[src/rtl/sr_seq_pkg.sv]
// Shared types and constants for the SR latch sequencer.
package sr_seq_pkg;

    typedef enum logic [2:0] {
        ST_INIT_PULSE = 3'd0,
        ST_INIT_GAP   = 3'd1,
        ST_IDLE       = 3'd2,
        ST_PULSE      = 3'd3,
        ST_GAP        = 3'd4,
        ST_CHECK      = 3'd5
    } sr_state_t;

    localparam logic OP_SET = 1'b1;
    localparam logic OP_CLR = 1'b0;

    // Channel index width; a single-channel bank still gets a 1-bit index.
    function automatic int ch_idx_w(input int n);
        return (n > 1) ? $clog2(n) : 1;
    endfunction

    // Width of the shared pulse/gap down-counter.
    function automatic int cnt_w(input int p, input int g);
        int m;
        m = (p > g) ? p : g;
        return $clog2(m + 1);
    endfunction

endpackage

[src/rtl/sr_pulse_timer.sv]
// Loadable down-counter timing both the S/R pulse and the guard gap.
// The terminal count flags the last cycle of the current interval.
module sr_pulse_timer #(
    parameter int              CNT_W   = 2,
    parameter logic [CNT_W-1:0] RST_VAL = '0
) (
    input  logic             i_clk,
    input  logic             i_rst_n,
    input  logic             i_load,
    input  logic [CNT_W-1:0] i_load_val,
    input  logic             i_en,
    output logic             o_tc
);

    logic [CNT_W-1:0] r_cnt;

    // Load takes priority; otherwise count down and park at zero.
    always_ff @(posedge i_clk or negedge i_rst_n) begin
        if (!i_rst_n) begin
            r_cnt <= RST_VAL;
        end else if (i_load) begin
            r_cnt <= i_load_val;
        end else if (i_en && (r_cnt != '0)) begin
            r_cnt <= r_cnt - CNT_W'(1);
        end
    end

    assign o_tc = (r_cnt == '0);

endmodule

[src/rtl/sr_latch_sequencer.sv]
// Sequencer driving timed S/R pulses into a bank of set/reset latches.
// S and R of one latch are never driven together; the whole bank is
// cleared after reset. Optional readback check: SR_READBACK_CHECK_EN.
module sr_latch_sequencer
    import sr_seq_pkg::*;
#(
    parameter int  CH      = 4,
    parameter int  PULSE_W = 2,
    parameter int  GAP_W   = 1,
    localparam int CH_W    = ch_idx_w(CH)
) (
    input  logic            clk,
    input  logic            rst_n,
    input  logic            cmd_valid,
    output logic            cmd_ready,
    input  logic [CH_W-1:0] cmd_ch,
    input  logic            cmd_op,
    output logic [CH-1:0]   s,
    output logic [CH-1:0]   r,
    output logic [CH-1:0]   q_shadow,
    output logic            busy,
    output logic            done,
    input  logic [CH-1:0]   q_in,
    output logic            err
);

    localparam int               CNT_W    = cnt_w(PULSE_W, GAP_W);
    localparam logic [CNT_W-1:0] PULSE_LD = CNT_W'(PULSE_W - 1);
    localparam logic [CNT_W-1:0] GAP_LD   = CNT_W'(GAP_W - 1);

    sr_state_t        r_state;
    logic             r_armed;
    logic [CH_W-1:0]  r_ch;
    logic             r_op;
    logic [CH-1:0]    r_s;
    logic [CH-1:0]    r_r;
    logic [CH-1:0]    r_q;
    logic             r_ready;
    logic             r_busy;
    logic             r_done;
    logic             r_err;

    sr_state_t        w_state_nxt;
    logic             w_tmr_load;
    logic [CNT_W-1:0] w_tmr_val;
    logic             w_tmr_en;
    logic             w_tc;
    logic             w_accept;
    logic             w_finish;
    logic             w_ch_ok;
    logic             w_op_nxt;
    logic             w_err_nxt;
    logic [CH-1:0]    w_cmd_mask;
    logic [CH-1:0]    w_cur_mask;
    logic [CH-1:0]    w_mask_nxt;

    assign w_ch_ok    = (int'(cmd_ch) < CH);
    assign w_cmd_mask = CH'(1) << cmd_ch;
    assign w_cur_mask = CH'(1) << r_ch;
    assign w_mask_nxt = w_accept ? w_cmd_mask : w_cur_mask;
    assign w_op_nxt   = w_accept ? cmd_op : r_op;

    sr_pulse_timer #(
        .CNT_W   (CNT_W),
        .RST_VAL (PULSE_LD)
    ) u_timer (
        .i_clk      (clk),
        .i_rst_n    (rst_n),
        .i_load     (w_tmr_load),
        .i_load_val (w_tmr_val),
        .i_en       (w_tmr_en),
        .o_tc       (w_tc)
    );

    // Next-state, timer control and command acceptance.
    always_comb begin
        w_state_nxt = r_state;
        w_tmr_load  = 1'b0;
        w_tmr_val   = PULSE_LD;
        w_tmr_en    = 1'b0;
        w_accept    = 1'b0;
        w_finish    = 1'b0;
        case (r_state)
            ST_INIT_PULSE: begin
                // The first cycle after reset release still shows the reset
                // outputs, so the init pulse only starts counting once armed.
                if (r_armed) begin
                    w_tmr_en = 1'b1;
                    if (w_tc) begin
                        w_state_nxt = ST_INIT_GAP;
                        w_tmr_load  = 1'b1;
                        w_tmr_val   = GAP_LD;
                    end
                end
            end
            ST_INIT_GAP: begin
                w_tmr_en = 1'b1;
                if (w_tc) begin
                    w_state_nxt = ST_IDLE;
                end
            end
            ST_IDLE: begin
                if (cmd_valid && r_ready) begin
                    w_accept = 1'b1;
                    if (w_ch_ok) begin
                        w_state_nxt = ST_PULSE;
                        w_tmr_load  = 1'b1;
                        w_tmr_val   = PULSE_LD;
                    end else begin
                        // Out-of-range channel: swallowed, completes at once.
                        w_finish = 1'b1;
                    end
                end
            end
            ST_PULSE: begin
                w_tmr_en = 1'b1;
                if (w_tc) begin
                    w_state_nxt = ST_GAP;
                    w_tmr_load  = 1'b1;
                    w_tmr_val   = GAP_LD;
                end
            end
            ST_GAP: begin
                w_tmr_en = 1'b1;
                if (w_tc) begin
`ifdef SR_READBACK_CHECK_EN
                    w_state_nxt = ST_CHECK;
`else
                    w_state_nxt = ST_IDLE;
                    w_finish    = 1'b1;
`endif
                end
            end
`ifdef SR_READBACK_CHECK_EN
            ST_CHECK: begin
                w_state_nxt = ST_IDLE;
                w_finish    = 1'b1;
            end
`endif
            default: begin
                w_state_nxt = ST_INIT_PULSE;
                w_tmr_load  = 1'b1;
                w_tmr_val   = PULSE_LD;
            end
        endcase
    end

`ifdef SR_READBACK_CHECK_EN
    // Q is sampled at the end of the last gap cycle so the mismatch flag is
    // registered and visible during CHECK itself.
    assign w_err_nxt = (r_state == ST_GAP) && w_tc &&
                       ((|(q_in & w_cur_mask)) != r_op);
`else
    logic w_unused_q_in;
    assign w_unused_q_in = ^q_in;
    assign w_err_nxt     = 1'b0;
`endif

    // FSM state and captured command.
    always_ff @(posedge clk or negedge rst_n) begin
        if (!rst_n) begin
            r_state <= ST_INIT_PULSE;
            r_armed <= 1'b0;
            r_ch    <= '0;
            r_op    <= OP_CLR;
        end else begin
            r_state <= w_state_nxt;
            r_armed <= 1'b1;
            if (w_accept) begin
                r_ch <= cmd_ch;
                r_op <= cmd_op;
            end
        end
    end

    // Registered outputs decoded from the state being entered.
    always_ff @(posedge clk or negedge rst_n) begin
        if (!rst_n) begin
            r_s     <= '0;
            r_r     <= '0;
            r_q     <= '0;
            r_ready <= 1'b0;
            r_busy  <= 1'b1;
            r_done  <= 1'b0;
            r_err   <= 1'b0;
        end else begin
            if (w_accept && w_ch_ok) begin
                r_q <= (cmd_op == OP_CLR) ? (r_q & ~w_cmd_mask) : (r_q | w_cmd_mask);
            end
            r_s <= ((w_state_nxt == ST_PULSE) && (w_op_nxt == OP_SET)) ? w_mask_nxt : '0;
            if (w_state_nxt == ST_INIT_PULSE) begin
                r_r <= '1;
            end else if ((w_state_nxt == ST_PULSE) && (w_op_nxt == OP_CLR)) begin
                r_r <= w_mask_nxt;
            end else begin
                r_r <= '0;
            end
            r_ready <= (w_state_nxt == ST_IDLE);
            r_busy  <= (w_state_nxt != ST_IDLE);
            r_done  <= w_finish;
            r_err   <= w_err_nxt;
        end
    end

    assign s         = r_s;
    assign r         = r_r;
    assign q_shadow  = r_q;
    assign cmd_ready = r_ready;
    assign busy      = r_busy;
    assign done      = r_done;
    assign err       = r_err;

endmodule

[config.mk]
export PLATFORM = sky130hd
export DESIGN_NAME = sr_latch_sequencer
export DESIGN_NICKNAME = d
export VERILOG_FILES = /design/src/rtl/sr_seq_pkg.sv /design/src/rtl/sr_pulse_timer.sv /design/src/rtl/sr_latch_sequencer.sv
export SDC_FILE = /design/constraint.sdc
export NUM_CORES = 1
export LEC_CHECK = 0
export ABC_CLOCK_PERIOD_IN_PS = 4000
export CAP_MARGIN = 10
export CORE_AREA = 2 2 67 69
export DETAILED_ROUTE_END_ITERATION = 10
export DIE_AREA = 0 0 69 71
export HOLD_SLACK_MARGIN = 0.02
export PLACE_DENSITY = 0.56
export SKIP_CTS_REPAIR_TIMING = 1
export SYNTH_ARGS = -nofsm -noshare
export SYNTH_HDL_FRONTEND = slang
export SYNTH_SLANG_ARGS = --single-unit
[constraint.sdc]
create_clock -name clk -period 4 [get_ports clk]
set_input_delay 0.8 -clock clk [delete_from_list [all_inputs] [get_ports clk]]
set_output_delay 0.8 -clock clk [all_outputs]
set_load 0.02 [all_outputs]
==> summary.md, run 1 <==
| Metric | Value |
|---|---|
| Status | `completed` |
| Register area | `603 um2` |
| Setup TNS | `0 ps` |
| Placer congestion estimate | `0.769` |
| Area occupied by multi-input gates | `524 um2` |
| Top FF cell, synth | `dfrtp_1` |
| Hold Path Depth | `1` |
| Max Slew Vio Count | `0` |
| Clk pin slew, worst setup/hold paths | `90 ps` |
| Critical path required time | `3200 ps` |
| Warnings from Yosys | `0` |
| Final wirelength | `2370 um` |
| Root Buffer | `clkbuf_8` |
| # setup viols final | `0` |
| Buf+Inv Stages, Crit Path | `1` |
| Post-synth EDFFs | `0` |
| Worst Path Arrival | `1390 ps` |
| Register-to-Register Path Depth | `6` |
| Switching pwr | `0.407 mW` |
| Total design power | `1.06 mW` |
| Register share of total power | `37.5%` |
| Port Buf Inserts | `20` |
| CP delay by family, top | `buffers and inverters` |
| First-pass GRT wire length | `4220 um` |
| Startpoint Class | `flip-flop` |
| # nets final | `approximately 140` |
| Syn-to-layout area delta | `22.5%` |
| I/O pins | `26` |
| Crit path max-delay cell type | `clkdlybuf4s50_1` |
| Initial antenna violation count | `0` |
| VDD IR-drop max | `~160 uV` |
| # diodes | `0` |
| Drt pass-1 iters | `4` |
| Max-cap viol count | `0` |
| Fmax achieved | `0.457 GHz` |
| Seq/Total Area, Yosys | `50.1%` |
| DRT iter0 DRCs | `38` |
| CTS Buf Count | `3` |
| Layout cell share with drive strength beyond 1 | `between 10% and 20%` |
| Crit. Startpoint | `busy` |
| Min Tclk post-route | `2190 ps` |
| Die ar. | `4900 um2` |
| Post-Syn Nets | `119` |
| CTS tree | `built` |
| Reg2reg end | `r[2]` |
| Max transition margin | `29.6%` |
| DR WL/cell | `13.3 um` |
| Largest net degree at the start of global routing | `25` |
| Number of global-route vias before repair | `884` |
| Clock skew | `3.48 ps` |
| R2R Path Start | `u_timer.r_cnt[0]` |
| Post-Syn Area | `approximately 1200 um2` |
| Overflow after GRT | `0` |
| Synth Register Bits | `24` |
| Internal | `0.658 mW` |
| RSZ-0062 raised after global routing | `false` |
| Synthesized instance count | `108` |
| Fin. Hold Viols | `0` |
| Chip height | `71 um` |
| Longest Clk Path Bufs | `2` |
| Async SR Flop Fraction | `100%` |
| Vias per cell | `4.90` |
| Clk_lat worst skew | `270 ps` |
| R2R Setup Slk | `2010 ps` |
| WS Path Type | `flip-flop to output pin` |
| Width of the die | `69 um` |
| Final std cells w/o fill | `178` |
| Routed vias | `873` |
| Pleak | `0.646 nW` |
| Period utilisation layout | `54.7%` |
| Hold/Removal Path Class | `flip-flop to flip-flop` |
| Switching Fraction | `38.2%` |
| Critical path peak fanout | `1` |
| Antenna-violating nets left | `0` |
| Synth unique cells | `48` |
| PwrDens | `722 nW/um2` |
| Crit path cell chain | `clkdlybuf4s50_1` |
| Comb power frac | `46.5%` |
| Aggregate global-route resource usage | `10.8%` |
| HPWL Detailed | `1690 um` |
| Core area | `between 4000 and 5000 um2` |
| CTS sink cnt | `24` |
| Initial Utilization | `28.6%` |
| Remaining DRCs | `0` |
| Clock share of power | `between 10% and 20%` |
| # H-tree levels | `1` |
| Worst path max stage delay | `590 ps` |
| FP Rows | `24` |
| Crit path capture type | `output pin` |
| Mapped Avg Cell Area | `11.1 um2` |
| Placed Instances | `174` |
| Fillers | `between 400 and 500` |
| Worst-Margin Slew | `between 1000 and 1500 ps` |
## synth_stat cells, types with 2 or more instances
library cell,n,area [um2]
nand2b_1,2,12.5
dfstp_2,2,52.6
buf_4,3,22.5
o21ai_1,2,10.0
dfrtp_1,22,551
conb_1,2,7.51
o21ai_0,4,20.0
nor3b_1,2,15.0
nor3_2,2,20.0
nand3_1,2,10.0
buf_6,2,22.5
a211oi_1,2,15.0
a21oi_1,2,10.0
nand2_1,8,30.0
a22o_1,4,35.0
inv_1,7,26.3
mux2_2,4,45.0
nor2_1,2,7.51
nor3_1,5,25.0
## cell families after synthesis
group | synth area share, %
flops | 50.1
mux | 4.99
simple gates | 20.9
compound gates | 16.0
buf+inv | 6.34
other cells | 0.624
fa+ha+maj | 1.04
## power by group through the flow
stage | logic [mW] | clock network [mW] | registers (mW)
after floorplan | 0.340 | 0 | 0.427
after global placement | 0.486 | 0 | 0.399
after detailed placement | 0.494 | 0 | 0.405
after CTS | 0.500 | 0.174 | 0.400
after global routing | 0.550 | 0.183 | 0.415
final | 0.495 | 0.171 | 0.399
## worst max-delay path by stage
| stage | endpoint | slack (ps) | depth (start not counted) |
|---|---|---|---|
| after floorplan | flip-flop | 2210 | 3 |
| after global placement | flip-flop | 1580 | 4 |
| after detailed placement | flip-flop | 1580 | 4 |
| after CTS | busy | 1800 | 1 |
| after global routing | s[3] | 1780 | 5 |
| final | busy | 1810 | 1 |
## cells in the final DEF, fill, tap and decap left out, types with 4 or more instances in the layout
cell             count
a22o_1               4
clkbuf_8             4
clkdlybuf4s50_1     20
dfrtp_1             22
inv_1                7
mux2_2               4
nand2_1              8
nor3_1               5
o21ai_0              4
## final cells by class
class                   count  area share, %
clock buffers               4           3.74
inverters                   7           1.78
multi-input cells          71           35.6
flip-flops and latches     24           40.9
well taps                  52           4.41
repair buffers             20           13.6
## layer usage
metal	track usage, %	wire (um)	up-vias
met1	14.3	1140	425
li1	-	-	426
met2	16.9	1110	17
met5	0	0	-
met4	5.88	52	0
met3	1.85	75	5
## through the flow
step | hold WS (ps) | util, % | cell area, um2 | worst slack (ps)
floorplan | 504 | - | 1200 | 2210
global placement | 490 | 33.8 | 1420 | 1580
detailed placement | 493 | 33.8 | 1420 | 1580
CTS | 520 | 35.1 | 1470 | 1800
global route | 542 | 35.1 | 1470 | 1780
finish | 516 | 35.1 | 1470 | 1810
(Power assumes the default switching activity.)
==> run 2: changes to the inputs <==
- ABC_CLOCK_PERIOD_IN_PS: 4000 -> 2000
- PLACE_DENSITY: 0.56 -> 0.58
- clock period: 4 -> 2 ns (I/O delays scaled with it)
==> run 2 against run 1 <==
First-iteration DRC count is 26% lower. Critical path type is now flip-flop to flip-flop. Critical path depth is 5 higher. Clock power is 150% higher. Largest power group unchanged. Total power is 110% higher. Critical endpoint is now r[2]. Worst hold slack worse by 37 ps. Sequential cell count stayed put. Combinational power is 110% higher.
==> summary.md, run 2 (same netlist as run 1, synthesis figures left out) <==
| Metric | Value |
|---|---|
| Crit path capture type | `flip-flop` |
| DR WL/cell | `13.0 um (-2.2%)` |
| Crit path cell chain | `inv_1, ha_2, or4b_1, nand2_1, nor3_2, a22o_1` |
| Critical path required time | `2160 ps (-1040 ps)` |
| Hold/Removal Path Class | `input port to asynchronous set/reset pin` |
| Root Buffer | `clkbuf_8` |
| Period utilisation layout | `90.8%` |
| First-pass GRT wire length | `4460 um (+5.6%)` |
| Fmax achieved | `0.550 GHz` |
| Worst Path Arrival | `1980 ps (+590 ps)` |
| Max Slew Vio Count | `0 (unchanged)` |
| Width of the die | `69 um (unchanged)` |
| PwrDens | `1440 nW/um2 (+99%)` |
| Longest Clk Path Bufs | `2 (unchanged)` |
| Placer congestion estimate | `0.785 (+2.1%)` |
| CTS tree | `built` |
| # diodes | `0 (unchanged)` |
| Critical Path Stages | `6 (+5)` |
| Clk_lat worst skew | `270 ps (about the same)` |
| Max-cap viol count | `0 (unchanged)` |
| Vias per cell | `4.86 (-0.97%)` |
| CTS Buf Count | `3 (unchanged)` |
| Die ar. | `4900 um2 (unchanged)` |
| Routed vias | `918 (+5.2%)` |
| Register-to-Register Path Depth | `6 (unchanged)` |
| Core area | `4200 um2 (unchanged)` |
| RSZ-0062 raised after global routing | `false` |
| Initial antenna violation count | `0 (unchanged)` |
| WS Path Type | `flip-flop to flip-flop` |
| Final std cells w/o fill | `189 (+6.2%)` |
| Max transition margin | `66.5% (+37 points)` |
| Setup TNS | `0 ps (unchanged)` |
| Drt pass-1 iters | `4 (unchanged)` |
| HPWL Detailed | `1830 um (+7.8%)` |
| # setup viols final | `0 (unchanged)` |
| Fillers | `421 (-1.2%)` |
| # H-tree levels | `1 (unchanged)` |
| Worst-Margin Slew | `503 ps (-549 ps)` |
| Remaining DRCs | `0 (unchanged)` |
| Layout cell share with drive strength beyond 1 | `24.1% (+8.2 points)` |
| Leading cell type in the layout, fill and taps excluded | `dfrtp_1` |
| Min Tclk post-route | `1820 ps` |
| Clk pin slew, worst setup/hold paths | `80 ps (about the same)` |
| # nets final | `149 (+8.0%)` |
| I/O pins | `26 (unchanged)` |
| Critical path peak fanout | `8 (+7)` |
| Buf+Inv Stages, Crit Path | `1 (unchanged)` |
| Port Buf Inserts | `20 (unchanged)` |
| Pleak | `0.705 nW (+9.1%)` |
| Overflow after GRT | `0 (unchanged)` |
| Worst path max stage delay | `530 ps (-60 ps)` |
| Fin. Hold Viols | `0 (unchanged)` |
| Startpoint Class | `flip-flop` |
| VDD IR-drop max | `430 uV (+170%)` |
| Crit path max-delay cell type | `dfstp_2` |
| CTS sink cnt | `24 (unchanged)` |
| Total design power | `2.27 mW (+110%)` |
| Placed Instances | `185 (+6.3%)` |
| Clock skew | `2.15 ps (-1.33 ps)` |
| DRT iter0 DRCs | `28 (-26%)` |
| Aggregate global-route resource usage | `11.1% (+0.27 points)` |
| Final wirelength | `2460 um (+3.9%)` |
| WHS | `480 ps (-36.5 ps)` |
| Most frequent cells in the layout | `dfrtp_1 (22), clkdlybuf4s50_1 (20), buf_4 (11), nand2_1 (8), inv_1 (7)` |
| Antenna-violating nets left | `0 (unchanged)` |
| Chip height | `71 um (unchanged)` |
| CP delay by family, top | `simple AND/OR/NAND/NOR gates` |
| Status | `completed` |
| Syn-to-layout area delta | `31.2%` |
| Initial Utilization | `28.6% (unchanged)` |
| Number of global-route vias before repair | `975 (+10%)` |
| Largest net degree at the start of global routing | `25 (unchanged)` |
| FP Rows | `24 (unchanged)` |
-- run 2: cell count changes in the layout (fill, tap and decap cells not counted), sizes merged --
cell    previous run  this run
buf                0        11
bufinv             0         1
clkbuf             4         3
-- run 2: cell type report --
cell class	count	area, um2	share of cell area [%]
clock inverters	1	30.0	1.90
clock buffers	3	41.3	2.61
inverters	7	26.3	1.66
multi-input cells	71	531	33.6
flip-flops and latches	24	603	38.2
repair buffers	31	283	17.9
well taps	52	65.1	4.12
-- run 2: power by group --
group	switching (mW)	internal, mW	total (mW)
clock	0.157	0.268	0.425
sequential	0.148	0.659	0.807
combinational	0.515	0.519	1.03
total	0.820	1.45	2.27
-- run 2: worst register-to-register path, stage by stage (launching register included) --
cell,delay (ps)
dfstp_2,530
inv_1,60
ha_2,230
or4b_1,470
nand2_1,110
nor3_2,80
a22o_1,240
-- run 2: worst paths after layout --
path | from | slack (ps) | end
setup / recovery | u_timer.r_cnt[0] | 180 | r[2]
hold / removal | rst_n | 480 | r_state[2]
setup reg to reg | u_timer.r_cnt[0] | 180 | r[2]
hold reg to reg | flip-flop | 510 | flip-flop
max in group asynchronous | rst_n | 1240 | u_timer.r_cnt[0]
min in group clk | flip-flop | 510 | flip-flop
-- run 2: layer usage --
| metal | track usage, % | wire, um | vias to the layer above | share of wire, % |
|---|---|---|---|---|
| met2 | 17.9 | 1150 | 18 | 47 |
| met5 | 0 | 0 | - | 0 |
| li1 | - | - | 447 | - |
| met3 | 1.42 | 72 | 5 | 2.9 |
| met4 | 4.79 | 43 | 0 | 1.7 |
| met1 | 14.9 | 1200 | 448 | 48 |
-- run 2: stage by stage --
step	area, um2	util (%)	setup slack, ps
floorplan	1200	-	224
finish	1580	37.6	183
CTS	1570	37.4	107
global route	1580	37.6	66.8
detailed placement	1500	35.7	6.32
global placement	1500	35.7	19.8
==> run 3: changes to the inputs <==
- ABC_CLOCK_PERIOD_IN_PS: 2000 -> 2220
- CORE_AREA: 2 2 67 69 -> 2 2 51 53
- DIE_AREA: 0 0 69 71 -> 0 0 53 55
- PLACE_DENSITY: 0.58 -> 0.86
- TNS_END_PERCENT: unset -> 100
- clock period: 2 -> 2.22 ns (I/O delays scaled with it)
==> run 3 against run 2 <==
Cell count fell by 17%. Critical endpoint is now r[0]. Via count shrank 4.5%. Wire length is 18% lower. Clock skew increased by 2.0 ps. Total power is 16% lower. Combinational power down 15%.
==> summary.md, run 3 (same netlist as run 1, synthesis figures left out) <==
| Metric | Value |
|---|---|
| Worst Path Arrival | `2220 ps (+240 ps)` |
| Met2 wire len | `979 um (-15%)` |
| Number of global-route vias before repair | `821 (-16%)` |
| Root Buffer | `clkbuf_4` |
| RSZ-0062 raised after global routing | `false` |
| Routed vias | `877 (-4.5%)` |
| Total design power | `1.90 mW (-16%)` |
| Placed Instance Area | `1400 um2 (-6.8%)` |
| Register-to-Register Path Depth | `6 (unchanged)` |
| I/O pins | `26 (unchanged)` |
| Placed Instances | `153 (-17%)` |
| Final wirelength | `2020 um (-18%)` |
| Met3 wire len | `103 um (+43%)` |
| Setup TNS | `0 ps (unchanged)` |
| Min Tclk post-route | `2010 ps (+189 ps)` |
| Fillers | `190 (-55%)` |
| Longest Clk Path Bufs | `2 (unchanged)` |
| Critical path peak fanout | `12 (+4)` |
| Aggregate global-route resource usage | `16.5% (+5.4 points)` |
| Wire length on met1 | `917 um (-23%)` |
| Initial Utilization | `50.9% (+22 points)` |
| Design area | `1450 um2 (-8.1%)` |
| Final std cells w/o fill | `157 (-17%)` |
| Worst path max stage delay | `540 ps (about the same)` |
| Clk pin slew, worst setup/hold paths | `130 ps (+50 ps)` |
| Remaining DRCs | `0 (unchanged)` |
| WS Path Type | `flip-flop to flip-flop` |
| Period utilisation layout | `90.4% (-0.48 points)` |
| Placer congestion estimate | `0.872 (+11%)` |
| VDD IR-drop max | `760 uV (+77%)` |
| FP Rows | `18 (-25%)` |
| Comb power frac | `46.1% (+0.5 points)` |
| Status | `completed` |
| Switching Fraction | `36.5% (+0.28 points)` |
| Chip height | `55 um (-23%)` |
| Register share of total power | `37.6% (+2.0 points)` |
| Internal | `1.21 mW (-17%)` |
| Top Layer Used | `met4` |
| Hold/Removal Path Class | `input port to asynchronous set/reset pin` |
| Layout cell share with drive strength beyond 1 | `16.5% (-7.6 points)` |
| # setup viols final | `0 (unchanged)` |
| Fin. Hold Viols | `0 (unchanged)` |
| Core area | `2360 um2 (-44%)` |
| Overflow after GRT | `0 (unchanged)` |
| DR WL/cell | `12.9 um (-1.2%)` |
| HPWL Detailed | `1510 um (-17%)` |
| # nets final | `139 (-6.7%)` |
| CTS sink cnt | `24 (unchanged)` |
| Pleak | `0.650 nW (-7.8%)` |
| Initial antenna violation count | `0 (unchanged)` |
| Antenna-violating nets left | `0 (unchanged)` |
| Vias per cell | `5.59 (+15%)` |
| DRT iter0 DRCs | `11 (-61%)` |
| Clock share of power | `16.3% (-2.5 points)` |
| Clock skew | `4.19 ps (+2.04 ps)` |
| Reg2reg end | `r[0]` |
| Leading cell type in the layout, fill and taps excluded | `dfrtp_1` |
| Startpoint Class | `flip-flop` |
| Fmax achieved | `0.499 GHz (-9.4%)` |
| Most frequent cells in the layout | `dfrtp_1 (22), clkdlybuf4s50_1 (20), nand2_1 (8), inv_1 (7), nor3_1 (5)` |
| Clk_lat worst skew | `310 ps (+40 ps)` |
| First-pass GRT wire length | `3590 um (-19%)` |
| Max-cap viol count | `0 (unchanged)` |
| Syn-to-layout area delta | `20.6%` |
| WHS | `468 ps (-11.0 ps)` |
| # diodes | `0 (unchanged)` |
| CTS tree | `built` |
| Die ar. | `2920 um2 (-40%)` |
| Crit path max-delay cell type | `dfstp_2` |
| Max Slew Vio Count | `0 (unchanged)` |
| Crit path cell chain | `inv_1, ha_1, or4b_1, nand2_1, nor3_2, a22o_1` |
| CTS Buf Count | `3 (unchanged)` |
| R2R Path Start | `u_timer.r_cnt[0]` |
| R2R Setup Slk | `210 ps (+30 ps)` |
| # H-tree levels | `1 (unchanged)` |
| Largest net degree at the start of global routing | `25 (unchanged)` |
| Critical path required time | `2430 ps (+270 ps)` |
| Crit path capture type | `flip-flop` |
| Drt pass-1 iters | `5 (+1)` |
| Port Buf Inserts | `20 (unchanged)` |
| PwrDens | `1310 nW/um2 (-8.8%)` |
| Width of the die | `53 um (-23%)` |
| Switching pwr | `0.693 mW (-15%)` |
run 3: cell types whose count changed in the layout (fill, tap and decap cells not counted):
cell      delta
clkbuf_8     -3
clkbuf_4     +3
a21oi_1      +1
ha_2         -1
a21oi_2      -1
ha_1         +1
buf_4       -10
run 3: power by group through the flow:
stage	combinational, mW	sequential (mW)	clock [mW]
floorplan	0.613	0.770	0
global placement	0.853	0.714	0
detailed placement	0.878	0.723	0
finish	0.876	0.715	0.310
CTS	0.881	0.713	0.313
global route	0.982	0.734	0.326
run 3: per-stage QoR:
stage               worst slack (ps)  utilization, %
floorplan                        444               -
global placement                 197            59.2
detailed placement               182            59.2
CTS                              211            61.4
global route                     121            61.4
finish                           214            61.4
run 3: critical path: cells and delay by family (launching register included):
| kind | cells | cell delay (ps) |
|---|---|---|
| simple gates | 3 | 760 |
| fa+ha+maj | 1 | 310 |
| buf+inv | 1 | 60 |
| flops | 1 | 540 |
| compound gates | 1 | 250 |
run 3: how the worst max path moves through the flow:
stage,start,end
floorplan,u_timer.r_cnt[0],r[1]
global placement,cmd_valid,flip-flop
detailed placement,cmd_valid,flip-flop
CTS,u_timer.r_cnt[0],r[0]
global route,u_timer.r_cnt[0],r[0]
finish,u_timer.r_cnt[0],r[0]
run 3: final cells by class:
type                            instances  area [um2]  area share, %
Inverter                                7        26.3           1.81
Clock buffer                            3        22.5           1.55
Clock inverter                          1        30.0           2.07
Sequential cell                        24         603           41.6
Timing Repair Buffer                   21         208           14.3
Multi-Input combinational cell         71         524           36.1
Tap cell                               30        37.5           2.59
run 3: per-layer routing:
layer,up-vias,track usage [%]
li1,434,-
met2,24,26.5
met3,4,2.69
met5,-,0
met1,415,23.0
met4,0,5.13
==> variant 1, RTL diff (flow settings as in run 2) <==
Change the parameter `CH` from 4 to 3.
--- a/src/rtl/sr_latch_sequencer.sv
+++ b/src/rtl/sr_latch_sequencer.sv
@@ -4,7 +4,7 @@
 module sr_latch_sequencer
     import sr_seq_pkg::*;
 #(
-    parameter int  CH      = 4,
+    parameter int  CH      = 3,
     parameter int  PULSE_W = 2,
     parameter int  GAP_W   = 1,
     localparam int CH_W    = ch_idx_w(CH)
Ports: changed (resized q_in, q_shadow, r and s); port bits go from 26 to 22. No check against the original RTL was run, so the function may have changed too.
==> variant 1 against run 2 <==
- sequential cell count is 3 lower
- final area is 11% lower
- combinational power is 11% higher
- synthesized area is 15% lower
- wire length is 16% lower
- count of clock-buffer cells in the layout stayed put
- total power is 7.6% lower
- setup slack worse by 0.093 ns
- largest power group unchanged
==> variant 1: results (changes against run 2) <==
metric,value,unit,change
WL per Instance,11.7,microns,was 13.0 microns
CP max FO,6,,was 8
Layout fillers,435,,was 421
"Largest delay share family, worst path",compound AO/OA/AOI/OAI gates,,was simple AND/OR/NAND/NOR gates
Area contributors post-synth,"dfrtp_1, dfstp_2, nand2_1, a21oi_1, inv_1",,"was dfrtp_1, dfstp_2, mux2_2, a22o_1, nand2_1"
Crit path largest cell delay,0.47,ns,was 0.53 ns
post-DP HPWL,1.58,mm,was 1.83 mm
met2 usage,0.153,,was 0.179
P_leak,0.000602,uW,was 0.000705 uW
Met3 Routed Length,80,microns,was 72 microns
clk tree area frac,0.0331,,was 0.0452
P_comb,1140,uW,was 1030 uW
post-route insts no fill,176,,was 189
vias in the first global route,788,,was 975
placed cells,172,,was 185
Total GRT Usage,0.0902,,was 0.111
WL met1,964,microns,was 1.20 mm
most frequent cells after synthesis,"dfrtp_1, nand2_1, a21oi_1",,"was dfrtp_1, nand2_1, inv_1"
P_seq,678,uW,was 807 uW
multi-input combinational gate total,64,,was 71
Reg area,528,sq um,was 603 sq um
outcome,completed,,unchanged
DRT iter0 DRCs,16,,was 28
share of layout cells above drive strength 1,0.234,,was 0.241
met2 routed WL,994,microns,was 1.15 mm
syn avg cell area,10.8,sq um,was 11.1 sq um
Synth Net Count,105,,was 119
Final Wtd Congestion,0.774,,was 0.785
clk_skew,0.00271,ns,was 0.00215 ns
met3 Use GR,0.0271,,was 0.0142
library cells used by synthesis,40,,was 48
vias,769,,was 918
buffering overhead,0.186,,was 0.179
Crit-path slowest cell,or4b_4,,was dfstp_2
first-pass GRT wire length,3.50,mm,was 4.46 mm
number of max-cap violations,0,,unchanged
clock sinks,21,,was 24
Switch Pwr,801,uW,was 820 uW
post-synthesis adder-cell area fraction,0.0122,,was 0.0104
FMAX,524,MHz,was 550 MHz
XOR/XNOR share of the synthesized area,0.00854,,was 0
"Seq/Total Area, Yosys",0.515,,was 0.501
Compound-Gate Fraction of Synth Area,0.189,,was 0.160
# port buffers,17,,was 20
[variant 1: stage by stage]
stage	utilization	area, sq um	power, uW
floorplan	-	1030	1390
global placement	0.316	1330	1740
detailed placement	0.316	1330	1780
CTS	0.327	1380	2070
global route	0.333	1400	2260
finish	0.333	1400	2090
[variant 1: cell families (layout without fill, tap and decap cells)]
| logic type | Yosys count | count (layout) |
|---|---|---|
| compound gates | 25 | 25 |
| xor+xnor | 1 | 1 |
| fa+ha+maj | 1 | 1 |
| buf+inv | 10 | 39 |
| flops | 21 | 21 |
| mux | 5 | 5 |
| other cells | 2 | 2 |
| simple gates | 30 | 30 |
[variant 1: path summary, 6_finish.rpt]
kind	start	to	slack [ns]
setup / recovery	u_timer.r_cnt[1]	r[1]	0.09
hold / removal	rst_n	r_state[2]	0.47
setup reg to reg	u_timer.r_cnt[1]	r[1]	0.09
hold reg to reg	flip-flop	flip-flop	0.49
max in group asynchronous	rst_n	busy	1.25
min in group clk	flip-flop	flip-flop	0.49
==> variant 2, RTL diff (flow settings as in run 2) <==
Made on the original files. `r_s` no longer has a reset.
--- a/src/rtl/sr_latch_sequencer.sv
+++ b/src/rtl/sr_latch_sequencer.sv
@@ -176,7 +176,6 @@
     // Registered outputs decoded from the state being entered.
     always_ff @(posedge clk or negedge rst_n) begin
         if (!rst_n) begin
-            r_s     <= '0;
             r_r     <= '0;
             r_q     <= '0;
             r_ready <= 1'b0;
@@ -187,7 +186,6 @@
             if (w_accept && w_ch_ok) begin
                 r_q <= (cmd_op == OP_CLR) ? (r_q & ~w_cmd_mask) : (r_q | w_cmd_mask);
             end
-            r_s <= ((w_state_nxt == ST_PULSE) && (w_op_nxt == OP_SET)) ? w_mask_nxt : '0;
             if (w_state_nxt == ST_INIT_PULSE) begin
                 r_r <= '1;
             end else if ((w_state_nxt == ST_PULSE) && (w_op_nxt == OP_CLR)) begin
@@ -200,6 +198,10 @@
             r_done  <= w_finish;
             r_err   <= w_err_nxt;
         end
+    end
+
+    always_ff @(posedge clk) begin
+        r_s <= ((w_state_nxt == ST_PULSE) && (w_op_nxt == OP_SET)) ? w_mask_nxt : '0;
     end
 
     assign s         = r_s;
Check against the original RTL: differs if rst_n is asserted again (counterexample within 10 cycles, from zero or initial values and one cycle with rst_n low); with rst_n held inactive, the same outputs for 10 cycles.
==> variant 2 against run 2 <==
- first-iteration DRC count shrank 32%
- non-clock buffer count is the same
- total power grew 0.98%
- synthesized area shrank 1.9%
- final area shrank 0.95%
- critical path depth is the same
- setup slack lost 0.038 ns
- global-route usage is essentially flat
- sequential cell count is the same
- wire length grew 2.9%
- largest cell class unchanged
==> variant 2: results (changes against run 2) <==
metric,value,unit,change
outcome,completed,,unchanged
Synth Net Count,119,,unchanged
Crit-path slowest cell,dfstp_2,,unchanged
antenna cell count,0,,unchanged
post-route insts no fill,188,,was 189
share of layout cells above drive strength 1,0.250,,was 0.241
DRT iter0 DRCs,19,,was 28
Layout fillers,427,,was 421
initial antenna violation count,0,,unchanged
H-Tree Depth,1,,unchanged
Crit path largest cell delay,0.52,ns,
Total GRT Usage,0.110,,was 0.111
CP max FO,8,,unchanged
Final Wtd Congestion,0.868,,was 0.785
largest net degree at the start of global routing,21,,was 25
# port buffers,20,,unchanged
Root Driver,clkbuf_8,,unchanged
Worst-path clk slew,0.08,ns,about the same
clk_skew,0.00187,ns,was 0.00215 ns
first-pass GRT wire length,4.32,mm,was 4.46 mm
top_reg_cell synth,dfrtp_1,,unchanged
placed cells,184,,was 185
Routed Wire Length,2.54,mm,was 2.46 mm
Area contributors post-synth,"dfrtp_1, dfxtp_1, mux2_2, dfstp_2, a22o_1",,"was dfrtp_1, dfstp_2, mux2_2, a22o_1, nand2_1"
CP Data Arrival Time,2.02,ns,was 1.98 ns
synthesized instance count,108,,unchanged
pre-CTS setup slack,-0.0142,ns,was 0.00632 ns
Max rail drop VDD,0.406,mV,was 0.430 mV
via density per instance,4.85,,was 4.86
library cells used by synthesis,49,,was 48
P_leak,0.000686,uW,was 0.000705 uW
Clock Path Buffers,2,,unchanged
Inserted Clock Buffers,3,,unchanged
most frequent cells after synthesis,"dfrtp_1, nand2_1, inv_1, nor3_1, mux2_2",,"was dfrtp_1, nand2_1, inv_1"
Hold Crit Class,in -> async,,unchanged
post-DP HPWL,1.85,mm,was 1.83 mm
DP Area,0.00148,sq mm,was 0.00150 sq mm
nets,148,,was 149
vias in the first global route,933,,was 975
Pre-Repair DR Iteration Count,4,,unchanged
asr flop ratio synth,0.833,,was 1.00
"Seq/Total Area, Yosys",0.494,,was 0.501
number of synthesis warnings,0,,unchanged
Clock Latency Late Sink,0.27,ns,about the same
==> variant 2: cell types whose count changed in the layout (fill, tap and decap cells not counted), sizes merged <==
cell and delta:
a211oi +1, dfrtp -4, dfxtp +4, inv -1, mux2 +1, nor3b -1
o211ai +1, o21ai -2
==> variant 2: cells by family (layout without fill, tap and decap cells) <==
group | Yosys count | count (layout) | synth area share
AO/OA/AOI/OAI | 27 | 27 | 0.167
multiplexers | 6 | 6 | 0.0604
buffers and inverters | 13 | 41 | 0.0604
other | 2 | 2 | 0.00636
flip-flops | 24 | 24 | 0.494
AND/OR/NAND/NOR | 35 | 35 | 0.201
adder cells (fa/ha/maj) | 1 | 1 | 0.0106
==> variant 2: worst max-delay path: cells and delay by family (launching register included) <==
| kind | cells | cell delay (ns) |
|---|---|---|
| buffers and inverters | 1 | 0.06 |
| and+or+nand+nor | 3 | 0.68 |
| AOI/OAI and AO/OA | 1 | 0.25 |
| adders and majority gates | 1 | 0.23 |
| DFF | 1 | 0.52 |
==> variant 2: where the power goes <==
group	internal (uW)	switching, uW
combinational	534	520
sequential	658	151
clock	268	159
==> variant 2: worst paths after layout <==
path | startpoint | endpoint | slack (ns) | depth (start not counted)
worst max register to register | u_timer.r_cnt[0] | r[0] | 0.15 | 6
min in group clk | flip-flop | flip-flop | 0.52 | 1
max in group asynchronous | rst_n | busy | 1.28 | 2
worst min register to register | flip-flop | flip-flop | 0.52 | 1
worst max-delay path | u_timer.r_cnt[0] | r[0] | 0.15 | 6
worst min-delay path | rst_n | cmd_ready | 0.45 | 2
==> variant 2: routing by layer <==
| metal | GRT usage | wire [microns] | vias to the layer above |
|---|---|---|---|
| met5 | 0 | 0 | - |
| met4 | 0.0675 | 87 | 0 |
| met3 | 0.0185 | 84 | 7 |
| met2 | 0.185 | 1190 | 22 |
| met1 | 0.133 | 1170 | 434 |
| li1 | - | - | 448 |
==> variant 2: metrics by stage <==
stage               total power [uW]  hold slack (ns)
finish                          2290            0.453
global route                    2450            0.514
CTS                             2280            0.460
detailed placement              1840            0.497
global placement                1810            0.498
floorplan                       1520            0.104
==> variant 2: layout make-up <==
class | instances | area, sq um | share of cell area
inverter | 6 | 22.5 | 0.0144
multi-input combinational | 71 | 539 | 0.345
sequential | 24 | 583 | 0.373
timing repair buffer | 31 | 283 | 0.181
tap | 52 | 65.1 | 0.0416
clock inverter | 1 | 30.0 | 0.0192
clock buffer | 3 | 41.3 | 0.0264
